### config.mk
export PLATFORM = sky130hd
export DESIGN_NAME = delay_monitor
export DESIGN_NICKNAME = d
export VERILOG_FILES = /design/src/rtl/delay_pkg.sv /design/src/rtl/delay_interval_ctr.sv /design/src/rtl/delay_monitor.sv
export SDC_FILE = /design/constraint.sdc
export NUM_CORES = 1
export LEC_CHECK = 0
export ABC_AREA = 1
export BUFFER_PORTS_ARGS = -buffer_cell sky130_fd_sc_hd__buf_2
export CAP_MARGIN = 20
export CORE_MARGIN = 2
export CORE_UTILIZATION = 47
export CTS_CLUSTER_DIAMETER = 30
export DETAILED_ROUTE_END_ITERATION = 6
export PLACE_DENSITY = 0.72
export SYNTH_ARGS = -nofsm -noshare
export SYNTH_HDL_FRONTEND = slang
export SYNTH_SLANG_ARGS = --single-unit
### constraint.sdc
create_clock -name clk -period 5.71 [get_ports clk]
set_input_delay 0.8565 -clock clk [delete_from_list [all_inputs] [get_ports clk]]
set_output_delay 0.8565 -clock clk [all_outputs]
set_load 0.005 [all_outputs]
### src/rtl/delay_pkg.sv
// -----------------------------------------------------------------------------
// delay_pkg
// Shared definitions for the delay_monitor pulse-period checker:
//   - state_t       : monitor FSM states
//   - DEF_*         : default nominal period, counter width, tolerance, lock count
//   - in_window()   : cnt inside [n-tol, n+tol]
//   - is_early()    : cnt below n-tol
// Configuration macro used by the monitor: DELAY_MONITOR_STATS_EN
// -----------------------------------------------------------------------------
package delay_pkg;

    typedef enum logic [1:0] {
        ST_IDLE  = 2'd0,
        ST_ACQ   = 2'd1,
        ST_LOCK  = 2'd2,
        ST_FAULT = 2'd3
    } state_t;

    localparam int DEF_N        = 12500;
    localparam int DEF_CBITS    = 14;
    localparam int DEF_TOL      = 2;
    localparam int DEF_LOCK_CNT = 3;

    // Written as cnt + tol >= n so the lower bound never underflows.
    function automatic logic in_window(input int unsigned cnt,
                                       input int unsigned n,
                                       input int unsigned tol);
        return ((cnt + tol) >= n) && (cnt <= (n + tol));
    endfunction

    function automatic logic is_early(input int unsigned cnt,
                                      input int unsigned n,
                                      input int unsigned tol);
        return (cnt + tol) < n;
    endfunction

endpackage

### src/rtl/delay_interval_ctr.sv
// -----------------------------------------------------------------------------
// delay_interval_ctr
// Counts cycles since the last sampled pulse and classifies the count.
// Ports:
//   clk, rst   : clock, synchronous active-high reset
//   sig_i      : pulse input; a sampled 1 clears the counter
//   cnt_o      : current count (saturates at all-ones)
//   in_win_o   : cnt within [N-TOL, N+TOL]
//   early_o    : cnt below N-TOL
//   late_o     : cnt equals N+TOL+1 (first count past the window)
// -----------------------------------------------------------------------------
module delay_interval_ctr
    import delay_pkg::*;
#(
    parameter int N     = DEF_N,
    parameter int CBITS = DEF_CBITS,
    parameter int TOL   = DEF_TOL
) (
    input  logic             clk,
    input  logic             rst,
    input  logic             sig_i,
    output logic [CBITS-1:0] cnt_o,
    output logic             in_win_o,
    output logic             early_o,
    output logic             late_o
);

    localparam logic [CBITS-1:0] CNT_MAX = '1;
    localparam logic [CBITS-1:0] LATE_AT = CBITS'(N + TOL + 1);

    logic [CBITS-1:0] cnt_q;
    logic [CBITS-1:0] cnt_d;

    always_comb begin
        cnt_d = cnt_q;
        if (sig_i) begin
            cnt_d = '0;
        end else if (cnt_q != CNT_MAX) begin
            cnt_d = cnt_q + CBITS'(1);
        end
    end

    always_ff @(posedge clk) begin
        if (rst) begin
            cnt_q <= '0;
        end else begin
            cnt_q <= cnt_d;
        end
    end

    assign cnt_o    = cnt_q;
    assign in_win_o = in_window(32'(cnt_q), N, TOL);
    assign early_o  = is_early(32'(cnt_q), N, TOL);
    // The count passes LATE_AT exactly once per interval (it saturates well
    // above it), so this equality gives a single late event per interval. It
    // also flags a pulse arriving on exactly that count as late, since no
    // late event has fired for that interval yet.
    assign late_o   = (cnt_q == LATE_AT);

endmodule

### src/rtl/delay_monitor.sv
// -----------------------------------------------------------------------------
// delay_monitor
// Checks that sig pulses arrive every N+1 cycles (+/- TOL), locks after
// LOCK_CNT consecutive good intervals and reports early/late intervals.
// Ports:
//   clk, rst    : clock, synchronous active-high reset
//   sig         : periodic pulse under test
//   lock        : period locked
//   err_early   : one-cycle pulse, interval too short
//   err_late    : one-cycle pulse, interval too long or pulse missing
//   flg         : count inside the acceptance window (not in IDLE)
//   period      : last measured interval
//   period_vld  : one-cycle pulse, period updated
//   err_count   : saturating error count
// Optional feature: define DELAY_MONITOR_STATS_EN to enable err_count;
// otherwise err_count is tied to 0.
// -----------------------------------------------------------------------------
module delay_monitor
    import delay_pkg::*;
#(
    parameter int N        = DEF_N,
    parameter int CBITS    = DEF_CBITS,
    parameter int TOL      = DEF_TOL,
    parameter int LOCK_CNT = DEF_LOCK_CNT
) (
    input  logic             clk,
    input  logic             rst,
    input  logic             sig,
    output logic             lock,
    output logic             err_early,
    output logic             err_late,
    output logic             flg,
    output logic [CBITS-1:0] period,
    output logic             period_vld,
    output logic [15:0]      err_count
);

    localparam int GW = $clog2(LOCK_CNT + 1);

    // Parameter sanity: the late point must be reachable before saturation.
    if ((N + TOL + 1) >= (2 ** CBITS)) begin : g_bad_cbits
        $error("delay_monitor: N+TOL+1 must be below 2**CBITS");
    end
    if (TOL > N) begin : g_bad_tol
        $error("delay_monitor: TOL must not exceed N");
    end
    if (LOCK_CNT < 1) begin : g_bad_lock
        $error("delay_monitor: LOCK_CNT must be at least 1");
    end

    logic [CBITS-1:0] cnt;
    logic             in_win;
    logic             early;
    logic             late_evt;

    delay_interval_ctr #(
        .N     (N),
        .CBITS (CBITS),
        .TOL   (TOL)
    ) u_ctr (
        .clk      (clk),
        .rst      (rst),
        .sig_i    (sig),
        .cnt_o    (cnt),
        .in_win_o (in_win),
        .early_o  (early),
        .late_o   (late_evt)
    );

    state_t           state_q, state_d;
    logic [GW-1:0]    good_cnt_q, good_cnt_d;
    logic             lock_q, lock_d;
    logic             err_early_q, err_early_d;
    logic             err_late_q, err_late_d;
    logic             flg_q, flg_d;
    logic [CBITS-1:0] period_q, period_d;
    logic             period_vld_q, period_vld_d;

    logic active;
    assign active = (state_q != ST_IDLE);

    always_comb begin
        state_d      = state_q;
        good_cnt_d   = good_cnt_q;
        err_early_d  = 1'b0;
        err_late_d   = 1'b0;
        period_d     = period_q;
        period_vld_d = 1'b0;
        flg_d        = active && in_win;

        if (active && sig) begin
            period_d     = cnt + CBITS'(1);
            period_vld_d = 1'b1;
        end

        unique case (state_q)
            ST_IDLE: begin
                if (sig) begin
                    state_d    = ST_ACQ;
                    good_cnt_d = '0;
                end
            end
            ST_ACQ: begin
                // Late takes priority: a pulse on the late count is one
                // late error, and the counter restarts on that pulse.
                if (late_evt) begin
                    err_late_d = 1'b1;
                    good_cnt_d = '0;
                end else if (sig) begin
                    if (early) begin
                        err_early_d = 1'b1;
                        good_cnt_d  = '0;
                    end else if (in_win) begin
                        good_cnt_d = good_cnt_q + GW'(1);
                        if (good_cnt_d == GW'(LOCK_CNT)) begin
                            state_d = ST_LOCK;
                        end
                    end
                end
            end
            ST_LOCK: begin
                if (late_evt) begin
                    err_late_d = 1'b1;
                    state_d    = ST_FAULT;
                end else if (sig && early) begin
                    err_early_d = 1'b1;
                    state_d     = ST_FAULT;
                end
            end
            ST_FAULT: begin
                if (late_evt) begin
                    err_late_d = 1'b1;
                end else if (sig && early) begin
                    err_early_d = 1'b1;
                end
                if (sig) begin
                    state_d    = ST_ACQ;
                    good_cnt_d = '0;
                end
            end
            default: begin
                state_d    = ST_IDLE;
                good_cnt_d = '0;
            end
        endcase

        lock_d = (state_d == ST_LOCK);
    end

    always_ff @(posedge clk) begin
        if (rst) begin
            state_q      <= ST_IDLE;
            good_cnt_q   <= '0;
            lock_q       <= 1'b0;
            err_early_q  <= 1'b0;
            err_late_q   <= 1'b0;
            flg_q        <= 1'b0;
            period_q     <= '0;
            period_vld_q <= 1'b0;
        end else begin
            state_q      <= state_d;
            good_cnt_q   <= good_cnt_d;
            lock_q       <= lock_d;
            err_early_q  <= err_early_d;
            err_late_q   <= err_late_d;
            flg_q        <= flg_d;
            period_q     <= period_d;
            period_vld_q <= period_vld_d;
        end
    end

    assign lock       = lock_q;
    assign err_early  = err_early_q;
    assign err_late   = err_late_q;
    assign flg        = flg_q;
    assign period     = period_q;
    assign period_vld = period_vld_q;

`ifdef DELAY_MONITOR_STATS_EN
    logic [15:0] err_count_q, err_count_d;

    // Counts in step with the error pulses, so the new count appears in
    // the same cycle as the pulse it includes.
    always_comb begin
        err_count_d = err_count_q;
        if ((err_early_d || err_late_d) && (err_count_q != 16'hFFFF)) begin
            err_count_d = err_count_q + 16'd1;
        end
    end

    always_ff @(posedge clk) begin
        if (rst) begin
            err_count_q <= '0;
        end else begin
            err_count_q <= err_count_d;
        end
    end

    assign err_count = err_count_q;
`else
    assign err_count = 16'd0;
`endif

endmodule

======== Word level (Yosys, flattened, before mapping) ========
Cells that the tools add are included.
storage, ports and cells
  output and inout bits ................... 35
  word-level logic and storage cells ...... 62
  input port bits ......................... 3
  flip-flop bits (word level) ............. 37
cells by class
  add/sub/neg operators ................... 3
  eq/ne operators ......................... 10
  multiplexer cells ....................... 23
  order comparisons ....................... 3
  reduce and logical (&&, ||, !) cells .... 13
  bitwise logic cells ..................... 1
operators by type and width
  cell                                                    count
  >= comparator 32 x 14 -> 1 bit, second input constant   1
  < comparator 32 x 14 -> 1 bit, second input constant    1
  two-way mux 2 bit                                       13
  adder 14 x 2 -> 15 bit, second input constant           1
  adder 14 x 1 -> 14 bit, second input constant           1
  == test 14 bit, second input constant                   1
  less-or-equal comparator 14 bit, second input constant  1
  != test 14 bit, second input constant                   1
  == test 2 bit, second input constant                    4
  OR reduction 2 bit                                      4
  two-way mux 1 bit                                       7
  one-hot mux 2 bit (3 select lines)                      1
  logical AND 1 bit                                       4
  != test 4 bit, second input constant                    1
  one-hot mux 2 bit (2 select lines)                      1
  AND reduction 4 bit                                     1
  nonzero test 2 bit                                      2
  != test 3 bit, second input constant                    1
  OR reduction 3 bit                                      1
  adder 2 x 1 -> 2 bit, second input constant             1
  == test 2 x 1 -> 1 bit, second input constant           1
  logical NOT 2 bit                                       1
  != test 2 x 1 -> 1 bit, second input constant           1
  one-hot mux 1 bit (2 select lines)                      1
  inverter 1 bit                                          1

======== Depth between registers and ports, before layout ========
  word-level depth ........................ 9
  mapped depth ............................ 17

======== Modules after synthesis ========
A second synthesis with hierarchy kept.
unflattened totals
  cells, all modules ...................... 397
  area total of the unflattened synthesis .. 2,581.2 um2
by module, submodules not included
  module              cells an instance  times used  area an instance (um2)  sequential area each (um2)
  delay_monitor       212                1           1,432.6                 460.4
  delay_interval_ctr  185                1           1,148.6                 280.3

======== Least setup slack after synthesis ========
No wires, ideal clock.
  path kind ............................... reg-to-reg
  from .................................... reg u_ctr.cnt_q[1] (netlist: u_ctr.cnt_o[1])
  to ...................................... reg state_q[0]
  required time ........................... 5.582 ns
  arrival time ............................ 1.730 ns
  setup slack ............................. 3.852 ns
  cell stages (with the launch flop) ...... 17
  clock period less this slack ............ 1.858 ns
  path through ............................ dfxtp_1 -> ha_1 -> nand2_1 -> nor2_2 -> nand2_1 -> inv_2 -> nand2_1 -> nand2_1 -> nand2_1 -> nor2_4 -> nand2_4 -> nand2_2 -> nand2_1 -> nand2_1 -> nand2_1 -> nand2_1 -> nor2_1
between the ends
  longest elaborated chain between the ends .. 8
  elaborated cells between the ends (all ways) .. 14
  those cells by class .................... add/sub: 1; order compare: 3; eq/ne: 1; mux: 7; reduce/logical: 2
RTL lines
  element                                 line                              source
  from (decl)                             delay_interval_ctr.sv:31          logic [CBITS-1:0] cnt_q;
  from (signal assigned)                  delay_interval_ctr.sv:47          cnt_q <= cnt_d;
  adder 14 x 2 -> 15 bit                  delay_pkg.sv:28, delay_pkg.sv:34
  >= comparator 32 x 14 -> 1 bit          delay_pkg.sv:28                   return ((cnt + tol) >= n) && (cnt <= (n + tol));
  logical AND 1 bit                       delay_pkg.sv:28
  two-way mux 2 bit                       delay_monitor.sv:113              end else if (in_win) begin
  two-way mux 2 bit                       delay_monitor.sv:110              if (early) begin
  two-way mux 2 bit                       delay_monitor.sv:109              end else if (sig) begin
  two-way mux 2 bit                       delay_monitor.sv:106              if (late_evt) begin
  one-hot mux 2 bit (3 select lines) (*)  delay_monitor.sv:96               unique case (state_q)
  to (signal assigned)                    delay_monitor.sv:161              state_q <= state_d;
  to (decl)                               delay_monitor.sv:70               state_t state_q, state_d;
Mark *: on every way between the ends. The rest lies on a longest branch, timed or not.
A chain may end at the register's enable or synchronous reset.

======== Worst setup path in the final report ========
Ends and elaborated chain as after synthesis.

==> flow_summary.ini <==
[synthesis]
synth_cells = 335
ys_ff_latch = 37
synth_area_leaders = dfxtp_1, nand2_1, inv_1
avgSynthCellArea_um2 = 6.77
yosys.area.top_type = dfxtp_1
synth_seq_area_share_pct = 32.7
synth-main-ff-cell = dfxtp_1
synth_area_um2 = 2270
synth-edff-count = 0
synth_top_area_share_pct = 32.7
synth.top_cells.by_count = nand2_1, inv_1, nor2_1
async_reset_ff_share_pct = 0
ys_types = 29
synth-warning-count = 0
yosysMostFrequentCell = nand2_1

[clocking]
cts_hold_buf = 0
path_clk_slew_ps = 70
cts_max_level = 2
cts.path.max_buffers = 2
root_buffer = clkbuf_8
clk_latency_ps = 290
cts-buffers-inserted = 5
cts_sinks = 37
post_cts_resized = 0
post-cts-setup-buffers = 0
cts_tree = yes

[timing]
drv_slew = 0
post-route-period-util_pct = 38.1
whs_ps = 497
fin_tns_setup_ps = 0
max_freq_mhz = 460
period_minus_slack_ps = 2180
hold_viol = 0
report.final.setup_viol = 0
skew_ps = 4.77
rsz0062_at_grt = false

[route]
ant_nets = 0
first_iter_violations = 99
drt_pass1_iterations = 4
wl_um = 4750
vias = 2043
route.detailed.drc = 0
via_per_inst = 4.96
wl_per_cell_um = 11.5

[worst_hold_path]
hp-class = register to register
holdPathStages = 2

[floorplan]
fp.dieArea_um2 = 5400
coreArea_um2 = 4690
die_h_um = 73.5
initial_utilization_pct = 48.3
rows = 25
io-pin-count = 38
die_x_um = 73.5

[worst_setup_path]
required_ps = 5890
cp_max_fo = 7
r2r_slack_ps = 3530
r2r-start = u_ctr.cnt_o[1]
worstPathArrival_ps = 2360
endpoint_kind = register
r2r_cells = 16
crit_type = register to register
reg2reg_to = state_q[0]
cp-start-kind = register
setup.worst_path.start = u_ctr.cnt_o[1]
cp-endpoint = state_q[0]

[global_routing]
grt_pass1_wl_um = 8100
antenna_found_initial = 0
grt_max_degree = 25
grt_pass1_vias = 1817
grt_usage_pct = 19.0
overflow = 0

[outcome]
outcome = finished clean

[power_and_ir_drop]
power.total_uw = 817
ir_drop_v = 0.000268
clkPwrFrac_pct = 28.0
power_density_nw_per_um2 = 331
p_seq_share_pct = 41.1
p_int_uw = 542
switching_power_uw = 275
swShare_pct = 33.6
total_leakage_power_uw = 0.00126
power_frac_comb_pct = 30.9

[placed_design]
gp_congestion = 0.925
io_buffers = 21
dp_hpwl_um = 3740

[layout]
drive_gt1_share_pct = 14.5
layout.nets = 370
diodes = 0
syn2layout_area_growth_pct = 9.00

[flow_run]
cap_violations = 0
## logic make-up after synthesis
group	synth area share (%)
other	0.165
buffers and inverters	15.3
AND/OR/NAND/NOR	32.3
flip-flops	32.7
AO/OA/AOI/OAI	10.6
adder cells (fa/ha/maj)	5.52
XOR/XNOR	3.48
## per-layer routing
layer  track usage, %  routed length [um]  vias up
met1             26.3                2270      910
met3             3.29                 317        9
met2             29.7                2090       65
met5                0                   0        -
met4             7.07                  72        0
li1                 -                   -     1059
## how the worst min path moves through the flow
stage / start / to / slack [ps]
after floorplan: period[6] / period[6] / 490
after global placement: period[7] / period[7] / 480
after detailed placement: period[5] / period[5] / 480
after CTS: period[5] / period[5] / 510
after global routing: period[8] / period[8] / 530
final: period[5] / period[5] / 500
## power groups by stage
stage,combinational [uW],clock [uW],sequential [uW]
finish,253,229,336
CTS,255,233,336
detailed placement,252,0,341
global placement,248,0,340
global route,290,243,341
floorplan,185,0,343
## critical path, cell delays in order (launching register included)
cell	delay (ps)
dfxtp_1	480
ha_1	300
nand2_1	100
nor2_2	180
nand2_1	110
inv_2	70
nand2_1	40
nand2_1	80
nand2_1	90
nor2_4	140
nand2_4	70
nand2_2	90
nand2_1	80
nand2_1	60
nand2_1	70
nand2_1	70
nor2_1	30
## through the flow
step                      setup slack [ps]  utilization [%]  instances  instance area (um2)
after floorplan                       3850                -        350                 2320
after detailed placement              3560             50.2        404                 2360
final                                 3530             52.7        412                 2470
after global placement                3570             50.2        404                 2360
after global routing                  3250             52.7        412                 2470
after CTS                             3540             52.7        412                 2470
## registers in the layout (all words and copies together) (netlist names)
| register | flops |
|---|---|
| err_early | 1 |
| err_late | 1 |
| flg | 1 |
| good_cnt_q | 2 |
| lock | 1 |
| period | 14 |
| period_vld | 1 |
| state_q | 2 |
| u_ctr.cnt_o | 14 |
## layout by cell type (no fill, tap or decap), drive strengths merged, types with 4 or more instances in the layout
cell type and n:
a21oi 19, buf 22, clkbuf 5, conb 16, dfxtp 37, ha 10, inv 51, nand2 79
nand3 22, nand4 4, nor2 47, o211ai 6, o21ai 18, xor2 7
## final cells by class
type,instances,area [um2]
Sequential cell,37,741
Timing Repair Buffer,22,113
Tap cell,54,67.6
Inverter,53,199
Multi-Input combinational cell,238,1240
Fill cell,449,2220
Clock inverter,3,46.3
Clock buffer,5,68.8
Power figures use the tool's default switching activity.
